===== src/rtl/pipeif_fetch.sv =====
// Instruction-fetch stage with IF/ID pipeline register and req/ack instruction-memory port.
// Optional: define DELAY_SLOT_EN to issue the word after a taken branch instead of squashing it.
module pipeif_fetch #(
  parameter logic [31:0] RESET_PC = 32'h0000_0000,
  parameter logic [31:0] NOP_INST = 32'h0000_0000
) (
  input  logic        clk,
  input  logic        clrn,
  input  logic        stall,
  input  logic [1:0]  pcsource,
  input  logic [31:0] bpc,
  input  logic [31:0] jpc,
  input  logic [31:0] ra,
  output logic        imem_req,
  output logic [31:0] imem_addr,
  input  logic        imem_ack,
  input  logic [31:0] imem_rdata,
  output logic [31:0] pc,
  output logic [31:0] dpc4,
  output logic [31:0] inst,
  output logic        d_valid
);

  typedef enum logic [1:0] {S_REQ = 2'd0, S_HOLD = 2'd1, S_DROP = 2'd2} state_e;

  state_e      state_q, state_d;
  logic [31:0] pc_q, pc_d;
  logic [31:0] dpc4_q, dpc4_d;
  logic [31:0] inst_q, inst_d;
  logic        d_valid_q, d_valid_d;
  logic [31:0] buf_inst_q, buf_inst_d;
  logic [31:0] buf_pc4_q, buf_pc4_d;
  logic [31:0] drop_addr_q, drop_addr_d;
  logic        req_en_q, req_en_d;
`ifdef DELAY_SLOT_EN
  logic        pend_q, pend_d;
  logic [31:0] pend_tgt_q, pend_tgt_d;
`endif

  logic        redirect;
  logic        id_hold;
  logic        fire;
  logic [31:0] target;
  logic [31:0] pc_plus4;

  always_comb begin
    redirect = d_valid_q && !stall && (pcsource != 2'b00);
    id_hold  = stall && d_valid_q;
    fire     = imem_req && imem_ack;
    pc_plus4 = pc_q + 32'd4;
    case (pcsource)
      2'b01:   target = {bpc[31:2], 2'b00};
      2'b10:   target = {ra[31:2], 2'b00};
      default: target = {jpc[31:2], 2'b00};
    endcase
  end

  always_ff @(posedge clk or negedge clrn) begin
    if (!clrn) begin
      state_q     <= S_REQ;
      pc_q        <= RESET_PC;
      dpc4_q      <= 32'd0;
      inst_q      <= NOP_INST;
      d_valid_q   <= 1'b0;
      buf_inst_q  <= 32'd0;
      buf_pc4_q   <= 32'd0;
      drop_addr_q <= 32'd0;
      req_en_q    <= 1'b0;
`ifdef DELAY_SLOT_EN
      pend_q      <= 1'b0;
      pend_tgt_q  <= 32'd0;
`endif
    end else begin
      state_q     <= state_d;
      pc_q        <= pc_d;
      dpc4_q      <= dpc4_d;
      inst_q      <= inst_d;
      d_valid_q   <= d_valid_d;
      buf_inst_q  <= buf_inst_d;
      buf_pc4_q   <= buf_pc4_d;
      drop_addr_q <= drop_addr_d;
      req_en_q    <= req_en_d;
`ifdef DELAY_SLOT_EN
      pend_q      <= pend_d;
      pend_tgt_q  <= pend_tgt_d;
`endif
    end
  end

  // A redirect with a request still waiting for its ack must finish that handshake in S_DROP.
  always_comb begin
    state_d = state_q;
    case (state_q)
      S_REQ: begin
        if (redirect) begin
`ifdef DELAY_SLOT_EN
          state_d = S_REQ;
`else
          state_d = (imem_req && !imem_ack) ? S_DROP : S_REQ;
`endif
        end else if (fire && id_hold) begin
          state_d = S_HOLD;
        end
      end
      S_HOLD:  if (redirect || !id_hold) state_d = S_REQ;
      S_DROP:  if (fire) state_d = S_REQ;
      default: state_d = S_REQ;
    endcase
  end

  always_comb begin
    imem_req  = req_en_q && (state_q != S_HOLD);
    imem_addr = (state_q == S_DROP) ? drop_addr_q : pc_q;
  end

  always_comb begin
    pc_d        = pc_q;
    dpc4_d      = dpc4_q;
    inst_d      = inst_q;
    d_valid_d   = d_valid_q;
    buf_inst_d  = buf_inst_q;
    buf_pc4_d   = buf_pc4_q;
    drop_addr_d = drop_addr_q;
    req_en_d    = 1'b1;
`ifdef DELAY_SLOT_EN
    pend_d      = pend_q;
    pend_tgt_d  = pend_tgt_q;
`endif
    if (!id_hold) begin
      inst_d    = NOP_INST;
      d_valid_d = 1'b0;
    end
    if (redirect && state_q == S_DROP) begin
      pc_d = target;
    end else if (redirect) begin
`ifdef DELAY_SLOT_EN
      // The slot word is either buffered, arriving now, or still to come.
      if (state_q == S_HOLD) begin
        inst_d    = buf_inst_q;
        dpc4_d    = buf_pc4_q;
        d_valid_d = 1'b1;
        pc_d      = target;
      end else if (fire) begin
        inst_d    = imem_rdata;
        dpc4_d    = pc_plus4;
        d_valid_d = 1'b1;
        pc_d      = target;
      end else begin
        pend_d     = 1'b1;
        pend_tgt_d = target;
      end
`else
      pc_d        = target;
      drop_addr_d = pc_q;
`endif
    end else begin
      case (state_q)
        S_REQ: begin
          if (fire) begin
            pc_d = pc_plus4;
`ifdef DELAY_SLOT_EN
            if (pend_q) begin
              pc_d   = pend_tgt_q;
              pend_d = 1'b0;
            end
`endif
            if (id_hold) begin
              buf_inst_d = imem_rdata;
              buf_pc4_d  = pc_plus4;
            end else begin
              inst_d    = imem_rdata;
              dpc4_d    = pc_plus4;
              d_valid_d = 1'b1;
            end
          end
        end
        S_HOLD: begin
          if (!id_hold) begin
            inst_d    = buf_inst_q;
            dpc4_d    = buf_pc4_q;
            d_valid_d = 1'b1;
          end
        end
        default: ;
      endcase
    end
  end

  assign pc      = pc_q;
  assign dpc4    = dpc4_q;
  assign inst    = inst_q;
  assign d_valid = d_valid_q;

endmodule


===== config.mk =====
export PLATFORM = sky130hd
export DESIGN_NAME = pipeif_fetch
export DESIGN_NICKNAME = d
export VERILOG_FILES = /design/src/rtl/pipeif_fetch.sv
export SDC_FILE = /design/constraint.sdc
export NUM_CORES = 1
export LEC_CHECK = 0
export ABC_AREA = 0
export BUFFER_PORTS_ARGS = -buffer_cell sky130_fd_sc_hd__buf_2
export CORE_UTILIZATION = 53
export CTS_CLUSTER_DIAMETER = 120
export DETAILED_ROUTE_END_ITERATION = 10
export GPL_TIMING_DRIVEN = 0
export MAX_ROUTING_LAYER = met4
export PLACE_DENSITY = 0.8
export RECOVER_POWER = 100
export SYNTH_ARGS = -nofsm -noshare
export SYNTH_HDL_FRONTEND = slang
export SYNTH_SLANG_ARGS = --single-unit

===== constraint.sdc =====
create_clock -name clk -period 2.8 [get_ports clk]
set_clock_uncertainty 0.15 [all_clocks]
set_input_delay 0.28 -clock clk [delete_from_list [all_inputs] [get_ports clk]]
set_output_delay 0.28 -clock clk [all_outputs]
set_load 0.03 [all_outputs]

==> results by group <==
Place
  • Post-DP HPWL: 20500 um
  • DP Area: 11200 um2
  • PortBufs: 251
  • RePlAce Congestion: 0.932

Global routing
  • Grt ovf: 0
  • Largest net degree at the start of global routing: 126
  • Vias in the first global route: 8657
  • First-pass GRT wire length: 44800 um
  • Gr usage total: 32.9%
  • Initial antenna violation count: 0

Power and ir drop
  • Worst VDD drop: 801 uV
  • Pwr Density: 956 nW/um2
  • Tot Pwr: 11.7 mW
  • Pleak: 5.24 nW

Final layout
  • Final nets: 1436
  • Multi-input logic area: 4440 um2
  • Synth-to-layout area growth: 27.9%
  • Diodes inserted: 0
  • Layout cells sized above 1: 24.0%
  • Fill cell count: 1341
  • Design area: 12200 um2
  • FF/Latch Area: 4710 um2

Timing
  • Endpoints failing hold: 0
  • Slew @ Worst Pin: 1.57 ns
  • Max frequency: 0.367 GHz
  • Final Setup Violations: 0
  • RSZ-0062 raised after global routing: no
  • Hold_ws: 0.0111 ns
  • Final Slew Violations: 64
  • Final period util: 97.4%
  • Max-Slew Margin vs Limit: -4.80%
  • Minimum clock period: 2.73 ns

Logic synthesis
  • Post-synthesis sequential area ratio: 49.2%
  • XOR/XNOR Fraction of Synth Area: 4.21%
  • Adder-Cell Fraction of Synth Area: 0.523%
  • Post-synthesis mux area share: 10.8%
  • Synthesized area per cell: 9.97 um2
  • Synth area leaders: dfrtp_1 (49%), mux2_2 (11%), o21ai_0 (6.0%)
  • Netlist cell types: 47
  • Post-Syn Instances: 960
  • Synth warn: 0
  • Post-synth top area share: 49.2%
  • Ys async rst share: 100%
  • Synth area leader: dfrtp_1
  • #FFs+latches synth: 188
  • Dominant synthesized flop cell: dfrtp_1
  • Synth Area in Compound Gates: 16.5%
  • Simple-gate portion of the synthesized area: 14.2%
  • Post-synth EDFFs: 0
  • Synth Cell Area: 9570 um2
  • Largest family of logic cells by synthesized area: compound AO/OA/AOI/OAI gates

Clocking
  • Latest clock arrival within the worst-skew pair: 0.45 ns
  • CTS buffer count: 17
  • Clk sink count: 188
  • Clock buffer depth: 2
  • Clock tree from TritonCTS: yes
  • H-tree levels: 4
  • Clock slew at reported path FFs: 0.07 ns
  • Root Buffer: clkbuf_16

Floorplan
  • Die extent in x: 136 um
  • Die height: 136 um
  • Starting Density: 54.8%
  • Core area: 17500 um2
  • IO Count: 264
  • Die area: 18600 um2
  • Row cnt: 48

Routing
  • DR pass1 iterations: 5
  • Vias: 9064
  • Drt drc: 0
  • Total wire length: 29500 um
  • Final ANT Viol Nets: 0
  • Routed vias/inst: 5.90
  • Initial DRC Count: 1003
  • WL/cell: 19.2 um

Critical path
  • Most used cell, CP: clkbuf_2
  • CP Cell Sequence: clkbuf_2, nor2b_4, clkbuf_2, mux2_2, clkbuf_2
  • Worst EP required: 2.37 ns
  • CP max FO: 10
  • Arrival time worst endpoint: 2.30 ns
  • CP startpoint kind: register
  • Max incr delay on CP: 0.39 ns
  • Crit Path Class: register to output pin
  • Critical Path End Type: output pin
  • CP max stage cell: mux2_2

Hold path
  • HP Class: input pin to register

Outcome
  • Failing checks: max-capacitance violations, max-slew violations
  • Outcome: complete, but fails checks

Flow run
  • MaxCap Viol Count: 1
cells in the mapped netlist, types with 2 or more instances:
cell / instances
a21oi_1: 21
nor2b_1: 5
xnor2_1: 35
conb_1: 2
a21o_1: 4
nor3_1: 26
o211ai_1: 30
clkbuf_1: 67
nand3_1: 14
dfrtp_1: 188
buf_2: 13
nand4_1: 12
a31oi_1: 3
nor4b_1: 2
nor2_1: 34
and2_1: 5
o31a_1: 8
inv_1: 4
nor4_1: 14
o21ai_0: 115
o31ai_1: 3
nor4_2: 5
or4_1: 3
ha_1: 4
buf_4: 8
xor2_1: 11
and3_1: 14
nand2_1: 122
mux2_2: 91
nor4_4: 2
a22oi_1: 62
nand2b_1: 2
and4_1: 4
o21ai_1: 7
buf_1: 8
cells by family after synthesis:
| kind of cell | after synthesis |
|---|---|
| XOR/XNOR | 46 |
| flip-flops | 188 |
| other | 2 |
| buffers and inverters | 101 |
| adder cells (fa/ha/maj) | 4 |
| AO/OA/AOI/OAI | 256 |
| AND/OR/NAND/NOR | 271 |
| multiplexers | 92 |
registers in the layout, summed over array words and instances, names as in the netlist:
register and count:
pc 30, req_en_q 1, buf_pc4_q 30, d_valid 1, inst 32, state_q 2
dpc4 30, drop_addr_q 30, buf_inst_q 32
layer usage:
| layer | share of wire (%) | GRT usage (%) |
|---|---|---|
| met1 | 41 | 42.1 |
| met2 | 48 | 51.1 |
| met4 | 3.7 | 14.9 |
| met5 | 0 | - |
| met3 | 7.5 | 5.93 |
stage by stage:
step           setup slack [ns]  utilization (%)  TNS (ns)  cells
3_3_place_gp              -1.70             63.7   -316.22   1441
5_1_grt                 0.00190             70.0         0   1536
6_report                 0.0717             70.0         0   1536
2_1_floorplan             0.408                -         0    965
3_5_place_dp           -0.00190             63.9  -0.00341   1442
4_1_cts                  0.0629             70.9         0   1537
report_power, final:
group | switching, mW | internal (mW)
Combinational | 3.24 | 1.60
Clock | 1.16 | 1.29
Sequential | 0.685 | 3.74
path summary, 6_finish.rpt:
kind | startpoint | end | slack (ns) | cells after the start
setup / recovery | state_q[1]$_DFFE_PN0P_ | imem_addr[5] | 0.07 | 5
hold / removal | jpc[7] | pc[7]$_DFFE_PN0P_ | 0.01 | 3
setup reg to reg | state_q[1]$_DFFE_PN0P_ | inst[25]$_DFF_PN0_ | 0.10 | 6
hold reg to reg | buf_pc4_q[15]$_DFFE_PN0P_ | buf_pc4_q[15]$_DFFE_PN0P_ | 0.32 | 2
max in group asynchronous | clrn | buf_pc4_q[10]$_DFFE_PN0P_ | 0.48 | 3
min in group asynchronous | clrn | pc[20]$_DFFE_PN0P_ | 0.62 | 2
worst max-delay path, delay by kind of cell (launching register included):
family | cells | cell delay [ns]
buffers and inverters | 3 | 0.78
muxes | 1 | 0.39
and+or+nand+nor | 1 | 0.30
DFF | 1 | 0.37
layout by cell type (no fill, tap or decap), types with 5 or more instances in the layout:
master and count:
and3_1 14, inv_8 5, nor3_1 26, nand4_1 13
nor4_1 14, nand2_1 122, nor2_1 33, mux2_2 90
buf_4 7, a22oi_1 62, dlygate4sd3_1 63, xnor2_1 35
o211ai_1 30, conb_1 7, nand3_1 14, o31a_1 8
a21oi_1 21, o21ai_0 118, clkbuf_16 17, nor4_2 5
clkbuf_1 164, dfrtp_1 187, buf_2 139, clkbuf_2 35
xor2_1 11
final cells by class:
cell class                      instances  area share, %
Sequential cell                       188           38.5
Multi-Input combinational cell        676           36.3
Timing Repair Buffer                  315           14.6
Clock buffer                           19           3.62
Buffer                                 96           3.38
Tap cell                              225           2.30
Clock inverter                         13           1.19
Inverter                                4          0.123
what timing repair did:
| action | 4_1_cts | 5_1_grt |
|---|---|---|
| hold endpoints to repair | 132 | 0 |
| setup buffers | 0 | 0 |
| setup endpoints to repair | 46 | 24 |
| resized for setup | 7 | 3 |
| hold buffers | 63 | 0 |
Note: power is estimated with default switching activity, not from simulation.
